## config.mk

```make
export PLATFORM = sky130hd
export DESIGN_NAME = mul_product_accumulator_flat
export DESIGN_NICKNAME = d
export VERILOG_FILES = /design/src/rtl/mul_product_accumulator_if.sv /design/src/rtl/mul_product_accumulator.sv /design/src/flat_wrapper.sv
export SDC_FILE = /design/constraint.sdc
export NUM_CORES = 1
export LEC_CHECK = 0
export CORE_ASPECT_RATIO = 0.9
export CORE_MARGIN = 8
export CORE_UTILIZATION = 40
export DETAILED_ROUTE_END_ITERATION = 10
export GPL_TIMING_DRIVEN = 1
export SYNTH_ARGS = -nofsm -noshare
export SYNTH_HDL_FRONTEND = slang
export SYNTH_SLANG_ARGS = --single-unit
```

## constraint.sdc

```tcl
create_clock -name clk -period 3.22 [get_ports clk]
set_input_delay 0.322 -clock clk [delete_from_list [all_inputs] [get_ports clk]]
set_output_delay 0.322 -clock clk [all_outputs]
set_load 0.02 [all_outputs]
```

## src/rtl/mul_product_accumulator_if.sv

```systemverilog
`default_nettype none
// ============================================================================
// Module      : mul_product_accumulator_if
// Description : Upstream product capture, clear and result handshake bundle
//               shared by the product accumulator and its environment.
// Revision    : 1.0 - initial release
// ============================================================================
interface mul_product_accumulator_if #(
    parameter int LEN   = 32,
    parameter int TERMS = 4,
    parameter int GUARD = 4
);
    localparam int c_ACC_W = 2*LEN + GUARD;
    localparam int c_CNT_W = $clog2(TERMS + 1);

    logic                 clear;
    logic [2*LEN-1:0]     mul_product;
    logic                 mul_finish;
    logic [c_ACC_W-1:0]   acc_out;
    logic                 out_valid;
    logic                 out_ready;
    logic [c_CNT_W-1:0]   term_cnt;
    logic                 overflow;
    logic                 lost;

    modport master (
        output clear, mul_product, mul_finish, out_ready,
        input  acc_out, out_valid, term_cnt, overflow, lost
    );

    modport slave (
        input  clear, mul_product, mul_finish, out_ready,
        output acc_out, out_valid, term_cnt, overflow, lost
    );
endinterface
`default_nettype wire

```

## src/rtl/mul_product_accumulator.sv

```systemverilog
`default_nettype none
// ============================================================================
// Module      : mul_product_accumulator
// Description : Captures each new multiplier product once and sums TERMS of
//               them into a wide result offered on a valid/ready port.
//               Optional macro ACC_SATURATE_EN: clamp working sum on carry-out.
// Revision    : 1.0 - initial release
// ============================================================================
module mul_product_accumulator #(
    parameter int LEN   = 32,
    parameter int TERMS = 4,
    parameter int GUARD = 4
) (
    input  wire  clk,
    input  wire  rst,
    mul_product_accumulator_if.slave bus
);
    localparam int c_PRD_W = 2*LEN;
    localparam int c_ACC_W = 2*LEN + GUARD;
    localparam int c_CNT_W = $clog2(TERMS + 1);
    localparam logic [c_CNT_W-1:0] c_LAST = c_CNT_W'(TERMS - 1);

    logic                 finish_q, finish_d;
    logic [c_ACC_W-1:0]   sum_q,    sum_d;
    logic [c_CNT_W-1:0]   cnt_q,    cnt_d;
    logic [c_ACC_W-1:0]   acc_q,    acc_d;
    logic                 valid_q,  valid_d;
    logic                 ovf_q,    ovf_d;
    logic                 lost_q,   lost_d;

    logic                 w_capture;
    logic                 w_xfer;
    logic [c_ACC_W:0]     w_add;
    logic                 w_carry;
    logic [c_ACC_W-1:0]   w_sum_next;

    // Rising edge of the level-style finish; finish_q resets high so a
    // finish already asserted out of reset is ignored.
    assign w_capture = bus.mul_finish & ~finish_q;
    assign w_xfer    = valid_q & bus.out_ready;

    assign w_add   = {1'b0, sum_q} + {{(c_ACC_W + 1 - c_PRD_W){1'b0}}, bus.mul_product};
    assign w_carry = w_add[c_ACC_W];

`ifdef ACC_SATURATE_EN
    assign w_sum_next = w_carry ? {c_ACC_W{1'b1}} : w_add[c_ACC_W-1:0];
`else
    assign w_sum_next = w_add[c_ACC_W-1:0];
`endif

    always_comb begin
        finish_d = bus.mul_finish;
        sum_d    = sum_q;
        cnt_d    = cnt_q;
        acc_d    = acc_q;
        valid_d  = valid_q;
        ovf_d    = ovf_q;
        lost_d   = lost_q;

        if (w_xfer) begin
            valid_d = 1'b0;
        end

        if (bus.clear) begin
            sum_d = '0;
            cnt_d = '0;
        end else if (w_capture) begin
            ovf_d = ovf_q | w_carry;
            if (cnt_q == c_LAST) begin
                sum_d = '0;
                cnt_d = '0;
                // A completing batch may overwrite the output only when it is
                // empty or being drained this very cycle.
                if (!valid_q || bus.out_ready) begin
                    acc_d   = w_sum_next;
                    valid_d = 1'b1;
                end else begin
                    lost_d = 1'b1;
                end
            end else begin
                sum_d = w_sum_next;
                cnt_d = cnt_q + c_CNT_W'(1);
            end
        end
    end

    always_ff @(posedge clk) begin
        if (rst) begin
            finish_q <= 1'b1;
            sum_q    <= '0;
            cnt_q    <= '0;
            acc_q    <= '0;
            valid_q  <= 1'b0;
            ovf_q    <= 1'b0;
            lost_q   <= 1'b0;
        end else begin
            finish_q <= finish_d;
            sum_q    <= sum_d;
            cnt_q    <= cnt_d;
            acc_q    <= acc_d;
            valid_q  <= valid_d;
            ovf_q    <= ovf_d;
            lost_q   <= lost_d;
        end
    end

    assign bus.acc_out   = acc_q;
    assign bus.out_valid = valid_q;
    assign bus.term_cnt  = cnt_q;
    assign bus.overflow  = ovf_q;
    assign bus.lost      = lost_q;
endmodule
`default_nettype wire

```

## src/flat_wrapper.sv

```systemverilog
// flat-port wrapper written by rule: the top's interface ports become plain ports
module mul_product_accumulator_flat 
#(
    parameter int LEN   = 32,
    parameter int TERMS = 4,
    parameter int GUARD = 4
)
  (clk, rst, bus_clear, bus_mul_product, bus_mul_finish, bus_out_ready, bus_acc_out, bus_out_valid, bus_term_cnt, bus_overflow, bus_lost);
  mul_product_accumulator_if #(.LEN(LEN), .TERMS(TERMS), .GUARD(GUARD)) bus_i ();
  input  wire clk;
  input  wire rst;
  input wire logic [$bits(bus_i.clear)-1:0] bus_clear;
  input wire logic [$bits(bus_i.mul_product)-1:0] bus_mul_product;
  input wire logic [$bits(bus_i.mul_finish)-1:0] bus_mul_finish;
  input wire logic [$bits(bus_i.out_ready)-1:0] bus_out_ready;
  output wire logic [$bits(bus_i.acc_out)-1:0] bus_acc_out;
  output wire logic [$bits(bus_i.out_valid)-1:0] bus_out_valid;
  output wire logic [$bits(bus_i.term_cnt)-1:0] bus_term_cnt;
  output wire logic [$bits(bus_i.overflow)-1:0] bus_overflow;
  output wire logic [$bits(bus_i.lost)-1:0] bus_lost;
  assign bus_i.clear = bus_clear;
  assign bus_i.mul_product = bus_mul_product;
  assign bus_i.mul_finish = bus_mul_finish;
  assign bus_i.out_ready = bus_out_ready;
  assign bus_acc_out = bus_i.acc_out;
  assign bus_out_valid = bus_i.out_valid;
  assign bus_term_cnt = bus_i.term_cnt;
  assign bus_overflow = bus_i.overflow;
  assign bus_lost = bus_i.lost;
  mul_product_accumulator #(.LEN(LEN), .TERMS(TERMS), .GUARD(GUARD)) u_core (.clk(clk), .rst(rst), .bus(bus_i));
endmodule
```

==> impl_metrics.py, run 1 <==
metrics = {
    "yosys": {
        "ys_ff_latch": 143,
        "synth_edf_count": 0,
        "synth.yosys.seq_area_share_pct": 32.7,
        "syn-num-nets": 1248,
        "syn-cell-area_sq_um": 8760,
        "leading_post_synthesis_cells_by_cell_area": "dfxtp_1 33%, ha_1 9.3%, a21oi_1 7.7%",
        "postSynthAreaPerCell_sq_um": 7.87,
        "synth.yosys.warnings": 0,
        "netlist-cell-type-count": 72,
        "yosysTopAreaCell": "dfxtp_1",
        "synth-main-ff-cell": "dfxtp_1",
        "synthArstFlopShare_pct": 0,
        "yosys.area.top_type_share_pct": 32.7,
        "synthCells": 1113,
    },
    "cts": {
        "numClockSinks": 143,
        "cts-resized-gates": 0,
        "worstSkewPairLatency_ns": 0.43,
        "post_cts_hold_buffer_count": 0,
        "cts_tree": "yes",
        "clk_path_buf_depth": 2,
        "root_buffer": "clkbuf_16",
        "clock_slew_at_reported_path_ffs_ns": 0.06,
        "numCtsBuffers": 17,
        "cts_htree_levels": 4,
        "post-cts-setup-buffer-count": 0,
    },
    "timing": {
        "final-max-slew-violation-count": 0,
        "final.period_utilization_pct": 94.5,
        "finalCriticalPeriod_ns": 3.04,
        "rsz_0062_raised_after_global_routing": "true",
        "fmax_mhz": 329,
        "hold_viol": 0,
        "tightestPinTransition_ns": 0.890,
        "final-setup-viol-count": 0,
        "timing.clock.skew_ns": 0.00751,
        "slew_headroom_pct": 40.7,
    },
    "final_layout": {
        "final_cell_mix": "173 x nand2_1, 143 x dfxtp_1, 141 x clkdlybuf4s50_1, 133 x a21oi_1, 133 x buf_4",
        "finish.net_count": 1474,
        "multiInputGateArea_sq_um": 5580,
        "fraction_of_final_layout_cells_with_drive_strength_greater_than_1_pct": 15.1,
        "layout-area-overhead-vs-synth_pct": 35.9,
        "fillerInstances": 2102,
        "diodes": 0,
        "area.sequential_sq_um": 2860,
        "final_cell_area_sq_um": 11900,
        "layout_commonest_cell": "nand2_1",
    },
    "worst_setup_path": {
        "endpoint": "u_core.bus.acc_out[48]",
        "end_kind": "flop",
        "cp.arrival_ns": 3.40,
        "worstSetupStartpointType": "primary input",
        "worst-setup-path-type": "in2reg",
        "largest_fanout_on_the_critical_path": 4,
        "worstPathCellList": "clkdlybuf4s50_1, ha_1, nand4_1, nor4_1, buf_4, nand2_1, nor2_1, buf_4, o211ai_2, and2_4, nor4_2, nor2_1, or4_1, nand3_1",
        "worstPathRequired_ns": 3.58,
        "critical_path.reg2reg.startpoint": "u_core.sum_q[22]",
        "cp-startpoint": "bus_mul_product[29]",
        "cpMaxStageDelayCell": "clkdlybuf4s50_1",
        "ff2ff_path_depth": 13,
        "reg2reg_setup_slack_ns": 0.19,
        "reg2reg_to": "u_core.bus.acc_out[48]",
        "critPathMaxStageDelay_ns": 0.44,
    },
    "grt": {
        "groute.usage.overall_pct": 20.8,
        "first_global_vias": 8790,
        "grt_pass1_wl_mm": 44.9,
        "gr-total-overflow": 0,
        "grt_start_max_net_pins": 40,
        "antenna_found_initial": 0,
    },
    "routing": {
        "routed_via_density": 5.38,
        "drc_errors": 0,
        "average_wire_per_standard_cell_um": 17.0,
        "metal_1_wl_mm": 13.2,
        "dr_total_vias": 8833,
        "wl_met3_mm": 1.76,
        "maxUsedRoutingLayer": "met4",
        "met2_wirelength_mm": 12.7,
        "totalWireLength_mm": 28.0,
        "firstDrtPassIters": 5,
        "dr.first_iter.drc_count": 411,
        "drtAntennaViolNets": 0,
    },
    "die": {
        "die-width_um": 172,
        "core_outline_area_sq_um": 21600,
        "floorplan.initialDensity_pct": 40.6,
        "fp-row-count": 51,
        "die_height_um": 156,
        "ios": 143,
        "die-area_sq_um": 26900,
    },
    "place": {
        "post-dp-hpwl_mm": 21.1,
        "globalplace.congestion": 0.901,
        "post_dp_cell_area_sq_um": 11300,
        "port-buffer-count": 142,
    },
    "min_path": {
        "worstHoldPathType": "reg2reg",
        "whs_path_cells": 2,
    },
    "job": {
        "timing.max_cap.violations": 0,
    },
    "status": {
        "status": "completed",
    },
    "pwr": {
        "vdd_ir_drop_max_mv": 0.324,
        "power_density_nw_per_um2": 366,
        "totalPowerFinal_mw": 4.36,
        "static-leakage-power_nw": 4.83,
    },
}
-- area by class of cell --
type	count	area share, %
sequential	143	24.1
clock inverter	11	0.894
inverter	22	0.694
timing repair buffer	276	20.5
clock buffer	21	3.95
multi-input combinational	879	46.9
tap	291	3.06
-- how the worst min path moves through the flow --
stage	startpoint	endpoint
after floorplan	bus_mul_finish	u_core.finish_q
after global placement	u_core.sum_q[41]	u_core.sum_q[41]
after detailed placement	u_core.bus.acc_out[43]	u_core.bus.acc_out[43]
after CTS	u_core.bus.acc_out[43]	u_core.bus.acc_out[43]
after global routing	u_core.sum_q[60]	u_core.sum_q[60]
final	u_core.bus.acc_out[37]	u_core.bus.acc_out[37]
-- cells by family (layout without fill, tap and decap cells) --
group | after synthesis | after routing | synth area share, %
adder cells (fa/ha/maj) | 66 | 66 | 9.52
buffers and inverters | 91 | 330 | 4.01
multiplexers | 3 | 3 | 0.343
AO/OA/AOI/OAI | 359 | 359 | 27.1
AND/OR/NAND/NOR | 388 | 388 | 20.0
flip-flops | 143 | 143 | 32.7
XOR/XNOR | 63 | 63 | 6.30
-- critical path: cells and delay by family --
| kind | cells | cell delay (ns) |
|---|---|---|
| and+or+nand+nor | 9 | 1.82 |
| AOI/OAI and AO/OA | 1 | 0.09 |
| adders and majority gates | 1 | 0.36 |
| buffers and inverters | 3 | 0.80 |
-- cells in the mapped netlist (3+ instances only) --
| cell type | instances |
|---|---|
| a311oi_1 | 4 |
| a22oi_1 | 28 |
| a31oi_1 | 7 |
| and3_1 | 3 |
| a21o_1 | 26 |
| a211oi_1 | 8 |
| nand3_1 | 23 |
| a22o_1 | 26 |
| nand2_1 | 174 |
| o31ai_1 | 4 |
| o21ai_0 | 50 |
| o21ai_1 | 5 |
| nor2_1 | 90 |
| o21bai_1 | 9 |
| inv_1 | 22 |
| and4_1 | 3 |
| buf_1 | 6 |
| and2_1 | 8 |
| or3_1 | 4 |
| mux2i_1 | 3 |
| o21a_1 | 13 |
| or2_2 | 4 |
| ha_1 | 65 |
| clkbuf_1 | 55 |
| nand2b_1 | 4 |
| a221o_1 | 3 |
| buf_2 | 8 |
| o211ai_1 | 6 |
| xnor2_1 | 43 |
| dfxtp_1 | 143 |
| a21oi_2 | 3 |
| nand4_1 | 30 |
| nor3_1 | 18 |
| or4_1 | 9 |
| nor2b_1 | 8 |
| xor2_1 | 20 |
| a21oi_1 | 134 |
-- metrics by stage --
step	instances	setup TNS [ns]	setup slack [ns]	hold WS, ns	util (%)
final	1643	0	0.178	0.452	55.2
after global routing	1643	-0.00504	-0.00504	0.471	55.2
after CTS	1643	0	0.148	0.454	55.1
after detailed placement	1611	-7.13	-0.273	0.446	52.4
after global placement	1611	-5.19	-0.277	0.441	52.4
after floorplan	1113	0	0.342	0.429	-
-- per-layer routing --
metal  up-vias  track usage, %
met3        21            5.69
li1       4462               -
met1      4144            26.8
met4         0            4.63
met5         -               0
met2       206            34.0
-- power by group --
group | internal, mW | switching (mW)
combinational | 0.276 | 0.324
sequential | 1.78 | 0.00777
clock | 1.13 | 0.839
-- state kept, by name, indices dropped and copies added, names as in the netlist --
signal	cells
u_core.bus.acc_out	68
u_core.sum_q	68
u_core.bus.term_cnt	3
u_core.bus.lost	1
u_core.bus.out_valid	1
u_core.bus.overflow	1
u_core.finish_q	1
Note: power is estimated with default switching activity, not from simulation.
==> run 2, diff against run 1 <==
--- a/config.mk
+++ b/config.mk
@@ -6,10 +6,12 @@
 export NUM_CORES = 1
 export LEC_CHECK = 0
 export CORE_ASPECT_RATIO = 0.9
-export CORE_MARGIN = 8
+export CORE_MARGIN = 2
 export CORE_UTILIZATION = 40
 export DETAILED_ROUTE_END_ITERATION = 10
 export GPL_TIMING_DRIVEN = 1
+export PLACE_DENSITY_LB_ADDON = 0.25
+export SLEW_MARGIN = 30
 export SYNTH_ARGS = -nofsm -noshare
 export SYNTH_HDL_FRONTEND = slang
 export SYNTH_SLANG_ARGS = --single-unit
==> impl_metrics.py, run 2 (synthesized netlist as in run 1, its figures left out) <==
metrics = {
    "min_path": {
        "whs_path_cells": 2,
        "hold_path.startpoint": "rst",
        "worstHoldPathType": "in2reg",
        "min_delay_worst_endpoint": "u_core.bus.overflow",
    },
    "grt": {
        "gr-total-overflow": 0,
        "groute.usage.overall_pct": 23.6,
        "first_global_vias": 8735,
        "grt_pass1_wl_mm": 43.8,
        "antenna_found_initial": 0,
        "grt_start_max_net_pins": 49,
    },
    "timing": {
        "final-max-slew-violation-count": 0,
        "final.period_utilization_pct": 94.6,
        "tightestPinTransition_ns": 0.757,
        "totalNegativeSetupSlack_ns": 0,
        "final-setup-viol-count": 0,
        "rsz_0062_raised_after_global_routing": "true",
        "holdWs_ns": 0.356,
        "finalCriticalPeriod_ns": 3.05,
        "hold_viol": 0,
        "fmax_mhz": 328,
        "timing.clock.skew_ns": 0.00940,
        "slew_headroom_pct": 49.5,
    },
    "cts": {
        "numCtsBuffers": 17,
        "numClockSinks": 143,
        "clock_slew_at_reported_path_ffs_ns": 0.06,
        "clk_path_buf_depth": 2,
        "root_buffer": "clkbuf_16",
        "post-cts-setup-buffer-count": 0,
        "cts_tree": "yes",
        "post_cts_hold_buffer_count": 0,
        "worstSkewPairLatency_ns": 0.43,
        "cts-resized-gates": 0,
        "cts_htree_levels": 4,
    },
    "pwr": {
        "power_density_nw_per_um2": 370,
        "vdd_ir_drop_max_mv": 0.282,
        "static-leakage-power_nw": 4.83,
        "totalPowerFinal_mw": 4.40,
    },
    "die": {
        "floorplan.initialDensity_pct": 40.6,
        "ios": 143,
        "die-area_sq_um": 23100,
        "fp-row-count": 51,
        "die-width_um": 160,
        "die_height_um": 144,
        "core_outline_area_sq_um": 21600,
    },
    "worst_setup_path": {
        "ff2ff_path_depth": 11,
        "path_buf_inv": 1,
        "worstPathRequired_ns": 3.57,
        "timing.critical_path.max_delay_family": "compound AO/OA/AOI/OAI gates",
        "worst-setup-path-type": "in2reg",
        "reg2reg_setup_slack_ns": 0.20,
        "end_kind": "flop",
        "largest_fanout_on_the_critical_path": 4,
        "cpMaxStageDelayCell": "clkdlybuf4s50_1",
        "cp.arrival_ns": 3.40,
        "worstPathCellList": "clkdlybuf4s50_1, ha_1, fa_1, a21o_1, a311o_1, a31oi_2, nor2_1, nor2_1, o21ai_1, a21o_1, or4_1, a31oi_1",
        "critical_path.reg2reg.startpoint": "u_core.sum_q[0]",
        "reg2reg_to": "u_core.bus.acc_out[38]",
        "critPathMaxStageDelay_ns": 0.42,
        "worstSetupStartpointType": "primary input",
    },
    "status": {
        "status": "completed",
    },
    "place": {
        "port-buffer-count": 142,
        "globalplace.congestion": 0.917,
        "post-dp-hpwl_mm": 20.5,
    },
    "job": {
        "timing.max_cap.violations": 0,
    },
    "final_layout": {
        "layout_commonest_cell": "nand2_1",
        "fillerInstances": 2021,
        "final_cell_mix": "173 x nand2_1, 143 x dfxtp_1, 141 x clkdlybuf4s50_1, 136 x buf_4, 133 x a21oi_1",
        "finish.net_count": 1476,
        "layout-area-overhead-vs-synth_pct": 35.9,
        "fraction_of_final_layout_cells_with_drive_strength_greater_than_1_pct": 15.0,
        "post-route-util_pct": 55.2,
    },
    "routing": {
        "dr_total_vias": 8861,
        "drc_errors": 0,
        "firstDrtPassIters": 5,
        "average_wire_per_standard_cell_um": 16.3,
        "totalWireLength_mm": 26.9,
        "drtAntennaViolNets": 0,
        "routed_via_density": 5.39,
        "dr.first_iter.drc_count": 484,
    },
}
## run 2: worst max path at each step
stage	from	to	slack (ns)	cells after the start
floorplan	bus_mul_product[0]	u_core.bus.acc_out[38]	0.34	11
global placement	bus_mul_product[0]	u_core.bus.acc_out[58]	-0.25	13
detailed placement	bus_mul_product[0]	u_core.bus.acc_out[38]	-0.29	12
CTS	bus_mul_product[0]	u_core.bus.acc_out[38]	0.15	12
global route	bus_mul_product[0]	u_core.bus.acc_out[58]	-0.02	13
finish	bus_mul_product[0]	u_core.bus.acc_out[38]	0.17	12
## run 2: worst register-to-register path, cell delays in order, from the launching register on
cell	delay (ns)
dfxtp_1	0.31
ha_1	0.21
fa_1	0.39
a21o_1	0.18
a311o_1	0.38
a31oi_2	0.19
nor2_1	0.16
nor2_1	0.20
o21ai_1	0.14
a21o_1	0.22
or4_1	0.40
a31oi_1	0.16
## run 2: routing by layer
layer | routed length, um | part of all wire (%) | global-route usage [%]
met4 | 606 | 2.3 | 7.92
met3 | 1560 | 5.8 | 5.19
met1 | 12600 | 47 | 30.4
met5 | 0 | 0 | 0
met2 | 12000 | 45 | 39.3
## run 2: layout make-up
type	instances	area [sq um]	share of cell area (%)
Clock inverter	12	135	1.14
Sequential cell	143	2860	24.1
Multi-Input combinational cell	879	5560	46.8
Antenna cell	1	2.50	0.0210
Timing Repair Buffer	278	2440	20.5
Clock buffer	19	453	3.81
Tap cell	291	364	3.06
Inverter	22	82.6	0.694
## run 2: power by group
part | internal (mW) | leakage [nW] | switching, mW
combinational | 0.278 | 3.40 | 0.325
clock | 1.18 | 0.278 | 0.828
sequential | 1.78 | 1.15 | 0.00782
total | 3.24 | 4.83 | 1.16
## run 2: stage by stage
stage                     worst slack (ns)  cells  instance area, sq um
final                                0.173   1645                 11900
after detailed placement            -0.287   1613                 11300
after global routing               -0.0225   1644                 11900
after global placement              -0.246   1613                 11300
after CTS                            0.149   1644                 11900
after floorplan                      0.342   1113                  8760
==> run 3, diff against run 2 <==
--- a/config.mk
+++ b/config.mk
@@ -5,10 +5,12 @@
 export SDC_FILE = /design/constraint.sdc
 export NUM_CORES = 1
 export LEC_CHECK = 0
+export CAP_MARGIN = 20
 export CORE_ASPECT_RATIO = 0.9
 export CORE_MARGIN = 2
 export CORE_UTILIZATION = 40
 export DETAILED_ROUTE_END_ITERATION = 10
+export GPL_ROUTABILITY_DRIVEN = 0
 export GPL_TIMING_DRIVEN = 1
 export PLACE_DENSITY_LB_ADDON = 0.25
 export SLEW_MARGIN = 30
==> impl_metrics.py, run 3 (synthesized netlist as in run 1, its figures left out) <==
metrics = {
    "routing": {
        "maxUsedRoutingLayer": "met4",
        "met2_wirelength_mm": 12.6,
        "dr_total_vias": 8943,
        "totalWireLength_mm": 27.2,
        "drtAntennaViolNets": 0,
        "metal_1_wl_mm": 12.5,
        "dr.first_iter.drc_count": 447,
        "drc_errors": 0,
        "routed_via_density": 5.45,
        "firstDrtPassIters": 7,
        "wl_met3_mm": 1.63,
        "average_wire_per_standard_cell_um": 16.6,
    },
    "timing": {
        "final-max-slew-violation-count": 0,
        "finalCriticalPeriod_ns": 3.06,
        "hold_viol": 0,
        "final-setup-viol-count": 0,
        "tightestPinTransition_ns": 0.704,
        "final.period_utilization_pct": 95.0,
        "slew_headroom_pct": 53.1,
        "rsz_0062_raised_after_global_routing": "false",
        "totalNegativeSetupSlack_ns": 0,
        "timing.clock.skew_ns": 0.00862,
        "fmax_mhz": 327,
    },
    "cts": {
        "post_cts_hold_buffer_count": 0,
        "cts_tree": "yes",
        "clock_slew_at_reported_path_ffs_ns": 0.07,
        "cts_htree_levels": 4,
        "clk_path_buf_depth": 2,
        "root_buffer": "clkbuf_16",
        "worstSkewPairLatency_ns": 0.43,
        "numClockSinks": 143,
        "cts-resized-gates": 0,
        "numCtsBuffers": 17,
        "post-cts-setup-buffer-count": 0,
    },
    "die": {
        "die-width_um": 160,
        "core_outline_area_sq_um": 21600,
        "die-area_sq_um": 23100,
        "fp-row-count": 51,
        "die_height_um": 144,
        "floorplan.initialDensity_pct": 40.6,
        "ios": 143,
    },
    "final_layout": {
        "fraction_of_final_layout_cells_with_drive_strength_greater_than_1_pct": 14.9,
        "post-route-util_pct": 55.4,
        "final_cell_mix": "173 x nand2_1, 143 x dfxtp_1, 141 x clkdlybuf4s50_1, 133 x a21oi_1, 132 x buf_4",
        "layout_commonest_cell": "nand2_1",
        "diodes": 0,
        "layout-area-overhead-vs-synth_pct": 36.5,
        "finish.net_count": 1472,
        "layout.cells.non_filler": 1641,
        "final_cell_area_sq_um": 12000,
    },
    "pwr": {
        "totalPowerFinal_mw": 4.65,
        "static-leakage-power_nw": 4.86,
        "power_density_nw_per_um2": 389,
        "vdd_ir_drop_max_mv": 0.270,
    },
    "grt": {
        "antenna_found_initial": 0,
        "gr-total-overflow": 0,
        "grt_start_max_net_pins": 53,
        "grt_pass1_wl_mm": 44.0,
        "first_global_vias": 8670,
        "groute.usage.overall_pct": 23.7,
    },
    "worst_setup_path": {
        "worst-setup-path-type": "in2reg",
        "cp.arrival_ns": 3.35,
        "worstPathRequired_ns": 3.51,
        "largest_fanout_on_the_critical_path": 6,
        "worstSetupStartpointType": "primary input",
        "end_kind": "flop",
    },
    "place": {
        "post-dp-hpwl_mm": 20.2,
        "port-buffer-count": 142,
        "dp.cells": 1609,
        "post_dp_cell_area_sq_um": 11300,
    },
    "status": {
        "status": "completed",
    },
    "job": {
        "timing.max_cap.violations": 0,
    },
    "min_path": {
        "worstHoldPathType": "in2reg",
    },
}
[run 3: cell count changes in the layout (fill, tap and decap cells not counted), sizes merged]
cell | previous run | this run
diode | 1 | 0
clkinvlp | 4 | 1
inv | 25 | 24
clkbuf | 19 | 20
clkinv | 3 | 4
bufinv | 2 | 5
buf | 137 | 133
[run 3: path summary, 6_finish.rpt]
kind,start,end,slack [ns],cells after the start
worst max register to register,u_core.sum_q[18],u_core.sum_q[60],0.21,10
worst min-delay path,rst,u_core.bus.acc_out[30],0.35,2
worst max-delay path,bus_mul_product[18],u_core.sum_q[60],0.16,11
worst min register to register,u_core.bus.acc_out[57],u_core.bus.acc_out[57],0.45,2
[run 3: cell type report]
| cell class | count | area [sq um] |
|---|---|---|
| clock buffers | 20 | 457 |
| clock inverters | 12 | 206 |
| fillers | 2042 | 9620 |
| inverters | 22 | 82.6 |
| multi-input cells | 879 | 5570 |
| flip-flops and latches | 143 | 2860 |
| well taps | 291 | 364 |
| repair buffers | 274 | 2410 |
[run 3: through the flow]
stage / worst slack [ns] / hold WS, ns
6_report: 0.162 / 0.347
5_1_grt: 0.00151 / 0.370
4_1_cts: 0.147 / 0.340
3_5_place_dp: -0.263 / 0.446
3_3_place_gp: -0.216 / 0.439
2_1_floorplan: 0.342 / 0.429
[run 3: critical path, stage by stage]
cell             delay (ns)
clkdlybuf4s50_1        0.44
ha_1                   0.41
nand4_1                0.18
or4_1                  0.52
o221ai_2               0.35
o211ai_2               0.17
a21oi_2                0.24
nor2_1                 0.13
o41ai_2                0.27
xnor2_1                0.21
o21ai_1                0.09
[run 3: per-layer routing]
| metal | vias up | track usage, % |
|---|---|---|
| li1 | 4468 | - |
| met1 | 4194 | 29.5 |
| met2 | 250 | 41.2 |
| met3 | 31 | 5.68 |
| met4 | 0 | 6.31 |
| met5 | - | 0 |
[run 3: where the power goes]
group	switching (mW)	internal [mW]	total, mW
logic	0.325	0.275	0.599
clock network	0.833	1.42	2.26
registers	0.00801	1.78	1.79
total	1.17	3.48	4.65
==> RTL edit 1: new RTL, settings of run 3 <==
Add a define of `ACC_SATURATE_EN`.
--- a/src/rtl/mul_product_accumulator.sv
+++ b/src/rtl/mul_product_accumulator.sv
@@ -6,6 +6,8 @@
 //               Optional macro ACC_SATURATE_EN: clamp working sum on carry-out.
 // Revision    : 1.0 - initial release
 // ============================================================================
+`define ACC_SATURATE_EN
+
 module mul_product_accumulator #(
     parameter int LEN   = 32,
     parameter int TERMS = 4,
Behaviour: same outputs for any inputs over 4 cycles, from zero or initial values and one cycle with rst high; that may be too few to reach the edited logic, so the function may still have changed.
==> RTL edit 1 against run 3 <==
- maximum frequency fell by 0.99%
- worst setup slack worse by 0.031 ns
- die area grew 4.6%
- cell area is 8.4% higher
- sequential cell count stayed put
- power down 2.1%
- wire length rose by 11%
- worst hold slack better by 0.11 ns
- synthesized area up 4.7%
- count of clock-buffer cells in the layout is the same
==> RTL edit 1: results (changes against run 3) <==
Routing
  – Vias: 9735 (was 8943)
  – WL met1: 14300 um (was 12500 um)
  – Met2 wire len: 13400 um (was 12600 um)
  – DR WL met3: 1890 um (was 1630 um)
  – DRT Pass-1 Iters: 5 (was 7)
  – DRT Wirelength: 30200 um (was 27200 um)

Power and ir drop
  – Clock share of power: 45.5% (was 48.6%)
  – Switching pwr: 1.20 mW (was 1.17 mW)
  – Share of power burned in registers: 39.4% (was 38.5%)
  – Leak: 5.29 nW (was 4.86 nW)

Cells and area
  – Fill count: 2066 (was 2042)
  – Fraction of area in registers: 22.1% (was 24.0%)
  – Non-clock buffers: 337 (was 274)
  – Clock-cell share: 4.69% (was 5.55%)
  – Number of non-clock inverters: 23 (was 22)
  – Layout cells sized above 1: 18.3% (was 14.9%)
  – Total Nets Final: 1616 (was 1472)
  – Cell Count, Final, Fillers Out: 1791 (was 1641)
  – Multi-In Gates: 959 (was 879)
  – Buffering overhead: 22.9% (was 20.1%)
  – Multi-input gate area: 6060 um2 (was 5570 um2)
  – Design area: 13000 um2 (was 12000 um2)

Synth
  – Complex-gate fraction of the synthesized area: 28.3% (was 27.1%)
  – Cell variety after synth: 71 (was 72)
  – Count leader, synth: nor2_1 (was nand2_1)
  – Cell count after synthesis: 1202 (was 1113)
  – Synth cell count leaders: 187 x nor2_1, 143 x dfxtp_1, 135 x nand2_1 (was 174 x nand2_1, 143 x dfxtp_1, 134 x a21oi_1)
  – Post-synthesis sequential area ratio: 31.2% (was 32.7%)
  – Mux contribution to synthesized area: 0.109% (was 0.343%)
  – Syn Nets: 1337 (was 1248)
  – Synth Area in Adders: 9.09% (was 9.52%)

Global routing
  – M1 GR Usage: 33.9% (was 29.5%)
  – GRT Util Overall: 24.8% (was 23.7%)
  – M3 GR Usage: 5.36% (was 5.68%)
  – Vias in the first global route: 9497 (was 8670)
  – Grt met2 use: 39.4% (was 41.2%)

CTS
  – CTS resizes: 4 (was 0)

Placed design
  – Setup WS pre-CTS: -0.521 ns (was -0.263 ns)
  – Hpwl dp: 22900 um (was 20200 um)
  – DP Area: 12100 um2 (was 11300 um2)

Hold path
  – HP Class: flip-flop to flip-flop (was input port to flip-flop)

Status
  – Outcome: complete, no violations (unchanged)

Timing
  – Fin Clk Skew: 0.0116 ns (was 0.00862 ns)

Worst setup path
  – Arr. time, crit path: 3.44 ns (was 3.35 ns)
  – Slowest cell on crit path: clkdlybuf4s50_1 (was or4_1)
  – Crit-path max cell delay: 0.44 ns (was 0.52 ns)

Floorplanning
  – Cell Rows: 52 (was 51)
-- RTL edit 1: changes by cell type after synthesis, moves of 9 or more --
cell / before / now
nor2_1: 90 / 187
clkbuf_1: 55 / 64
o21ai_0: 50 / 88
a21oi_1: 134 / 102
a22o_1: 26 / 3
nand2_1: 174 / 135
a211oi_1: 8 / 58
nand3_1: 23 / 7
a22oi_1: 28 / 11
-- RTL edit 1: final timing paths --
check | from | slack [ns] | cells past startpoint | end
max | bus_mul_product[12] | 0.13 | 13 | u_core.bus.acc_out[21]$_SDFFE_PP0P_
min | u_core.sum_q[17]$_SDFFE_PP0P_ | 0.46 | 2 | u_core.sum_q[17]$_SDFFE_PP0P_
max reg2reg | u_core.sum_q[0]$_SDFFE_PP0P_ | 0.15 | 13 | u_core.bus.acc_out[64]$_SDFFE_PP0P_
min reg2reg | u_core.sum_q[17]$_SDFFE_PP0P_ | 0.46 | 2 | u_core.sum_q[17]$_SDFFE_PP0P_
==> RTL edit 2: new RTL, config.mk and constraints of run 3 <==
Made on the original files. Make the reset (`rst`) asynchronous in one clocked block.
--- a/src/rtl/mul_product_accumulator.sv
+++ b/src/rtl/mul_product_accumulator.sv
@@ -84,7 +84,7 @@
         end
     end
 
-    always_ff @(posedge clk) begin
+    always_ff @(posedge clk or posedge rst) begin
         if (rst) begin
             finish_q <= 1'b1;
             sum_q    <= '0;
Behaviour: differs if rst is asserted again (counterexample within 4 cycles, from zero or initial values and one cycle with rst high); with rst held inactive, the same outputs for 4 cycles.
==> RTL edit 2 against run 3 <==
- cell area is 4.4% higher
- global-route usage is 2.5 points lower
- non-clock buffer count is 14 higher
- synthesized area is 3.2% higher
- core utilization is 0.50 points higher
- worst setup slack worse by 0.027 ns
- cell count is 9.4% lower
- sequential cell count stayed put
- clock skew is 0.0016 ns higher
- wire length is 9.4% lower
Power is not compared: it rests on default switching activity, and its combinational part moved more than twofold at a synthesized area within 25%.
==> RTL edit 2: results (changes against run 3) <==
Routing
  – 1st-iter DRT viols: 473 (was 447)
  – DRT Wirelength: 24600 um (was 27200 um)
  – DRT Pass-1 Iters: 5 (was 7)
  – WL per Instance: 16.6 um (about the same)
  – Vias per std cell: 5.35 (was 5.45)

Synth
  – Cell variety after synth: 77 (was 72)
  – Post-synthesis sequential area ratio: 39.6% (was 32.7%)
  – Synth cell count leaders: 142 x dfrtp_1, 83 x a21oi_1, 81 x nand2_1 (was 174 x nand2_1, 143 x dfxtp_1, 134 x a21oi_1)
  – Synth top area cells: dfrtp_1 39%, ha_1 9.0%, mux2_2 7.1% (was dfxtp_1 33%, ha_1 9.3%, a21oi_1 7.7%)
  – Ys flop type: dfrtp_1 (was dfxtp_1)
  – Async set-reset flop share out of synthesis: 100% (was 0%)
  – Syn Nets: 1041 (was 1248)
  – Mux contribution to synthesized area: 7.56% (was 0.343%)
  – XOR/XNOR Fraction of Synth Area: 6.20% (was 6.30%)
  – Synth Area in Adders: 9.22% (was 9.52%)
  – Complex-gate fraction of the synthesized area: 23.5% (was 27.1%)
  – Synth Area per Inst: 9.98 um2 (was 7.87 um2)
  – Count leader, synth: dfrtp_1 (was nand2_1)

Cells and area
  – Fill count: 1983 (was 2042)
  – Sequential cell area: 3580 um2 (was 2860 um2)
  – Layout cells sized above 1: 22.9% (was 14.9%)
  – Total Nets Final: 1312 (was 1472)

Placed design
  – Dpl cells: 1453 (was 1609)
  – Hpwl dp: 18400 um (was 20200 um)
  – DP Area: 11800 um2 (was 11300 um2)
  – # port buffers: 142 (unchanged)

Worst setup path
  – Arr. time, crit path: 3.39 ns (was 3.35 ns)
  – Slowest cell on crit path: dfrtp_1 (was or4_1)
  – Crit-path max cell delay: 0.41 ns (was 0.52 ns)
  – CP max FO: 4 (was 6)

CTS
  – Num CTS Buffers: 17 (unchanged)
  – H-tree depth: 4 (unchanged)

Timing
  – Slew @ Worst Pin: 0.845 ns (was 0.704 ns)
  – Fin Clk Skew: 0.0102 ns (was 0.00862 ns)

Global routing
  – Largest net degree at the start of global routing: 144 (was 53)
  – First-pass GRT wire length: 40700 um (was 44000 um)
  – GRT Util Overall: 21.2% (was 23.7%)
  – Vias in the first global route: 8089 (was 8670)

Status
  – Outcome: complete, no violations (unchanged)

Power and ir drop
  – Switching Share: a little under a third
-- RTL edit 2: power groups by stage --
stage	registers, mW	clock network (mW)	logic, mW
final	1.96	1.98	1.57
after global routing	1.97	2.09	1.73
after CTS	1.96	2.02	1.56
after detailed placement	1.99	0	1.55
after global placement	1.99	0	1.53
after floorplan	2.02	0	0.873
-- RTL edit 2: metrics by stage --
stage,setup WS [ns],hold slack (ns)
2_1_floorplan,0.260,0.326
3_3_place_gp,-0.374,0.462
3_5_place_dp,-0.420,0.471
4_1_cts,0.0149,0.327
5_1_grt,-0.0197,0.334
6_report,0.135,0.328
-- RTL edit 2: metal layers --
layer	part of all wire (%)	vias to the layer above	GRT usage, %
met2	45	184	33.1
met1	49	3846	29.8
li1	-	3905	-
met3	4.7	27	4.55
met4	1.6	0	5.66
met5	0	-	0
-- RTL edit 2: area by class of cell --
type / count / area share [%]
Tap cell: 297 / 2.98
Inverter: 20 / 0.632
Sequential cell: 143 / 28.7
Clock buffer: 23 / 3.75
Clock inverter: 9 / 0.893
Multi-Input combinational cell: 707 / 42.7
Timing Repair Buffer: 288 / 20.4
-- RTL edit 2: cell families after synthesis --
group	after synthesis
adders and majority gates	66
xor gates and xnor gates	64
AOI/OAI and AO/OA	306
and+or+nand+nor	210
buffers and inverters	56
muxes	61
DFF	143
-- RTL edit 2: final timing paths --
kind / start / endpoint / slack, ns / depth (start not counted)
max reg2reg: u_core.sum_q[3]$_DFFE_PP0P_ / u_core.bus.acc_out[57]$_DFFE_PP0P_ / 0.14 / 13
max in group asynchronous: rst / u_core.sum_q[20]$_DFFE_PP0P_ / 2.12 / 3
max: u_core.sum_q[3]$_DFFE_PP0P_ / u_core.bus.acc_out[57]$_DFFE_PP0P_ / 0.14 / 13
min reg2reg: u_core.bus.acc_out[67]$_DFFE_PP0P_ / u_core.bus.acc_out[67]$_DFFE_PP0P_ / 0.47 / 2
min in group asynchronous: rst / u_core.bus.acc_out[6]$_DFFE_PP0P_ / 0.44 / 3
min: bus_mul_finish / u_core.finish_q$_DFF_PP1_ / 0.33 / 1
-- RTL edit 2: repair_timing --
item,CTS,global route
cloned,0,0
pin swaps,0,7
gates resized for setup,1,15
setup endpoints to repair,1,41
buffers inserted,0,2
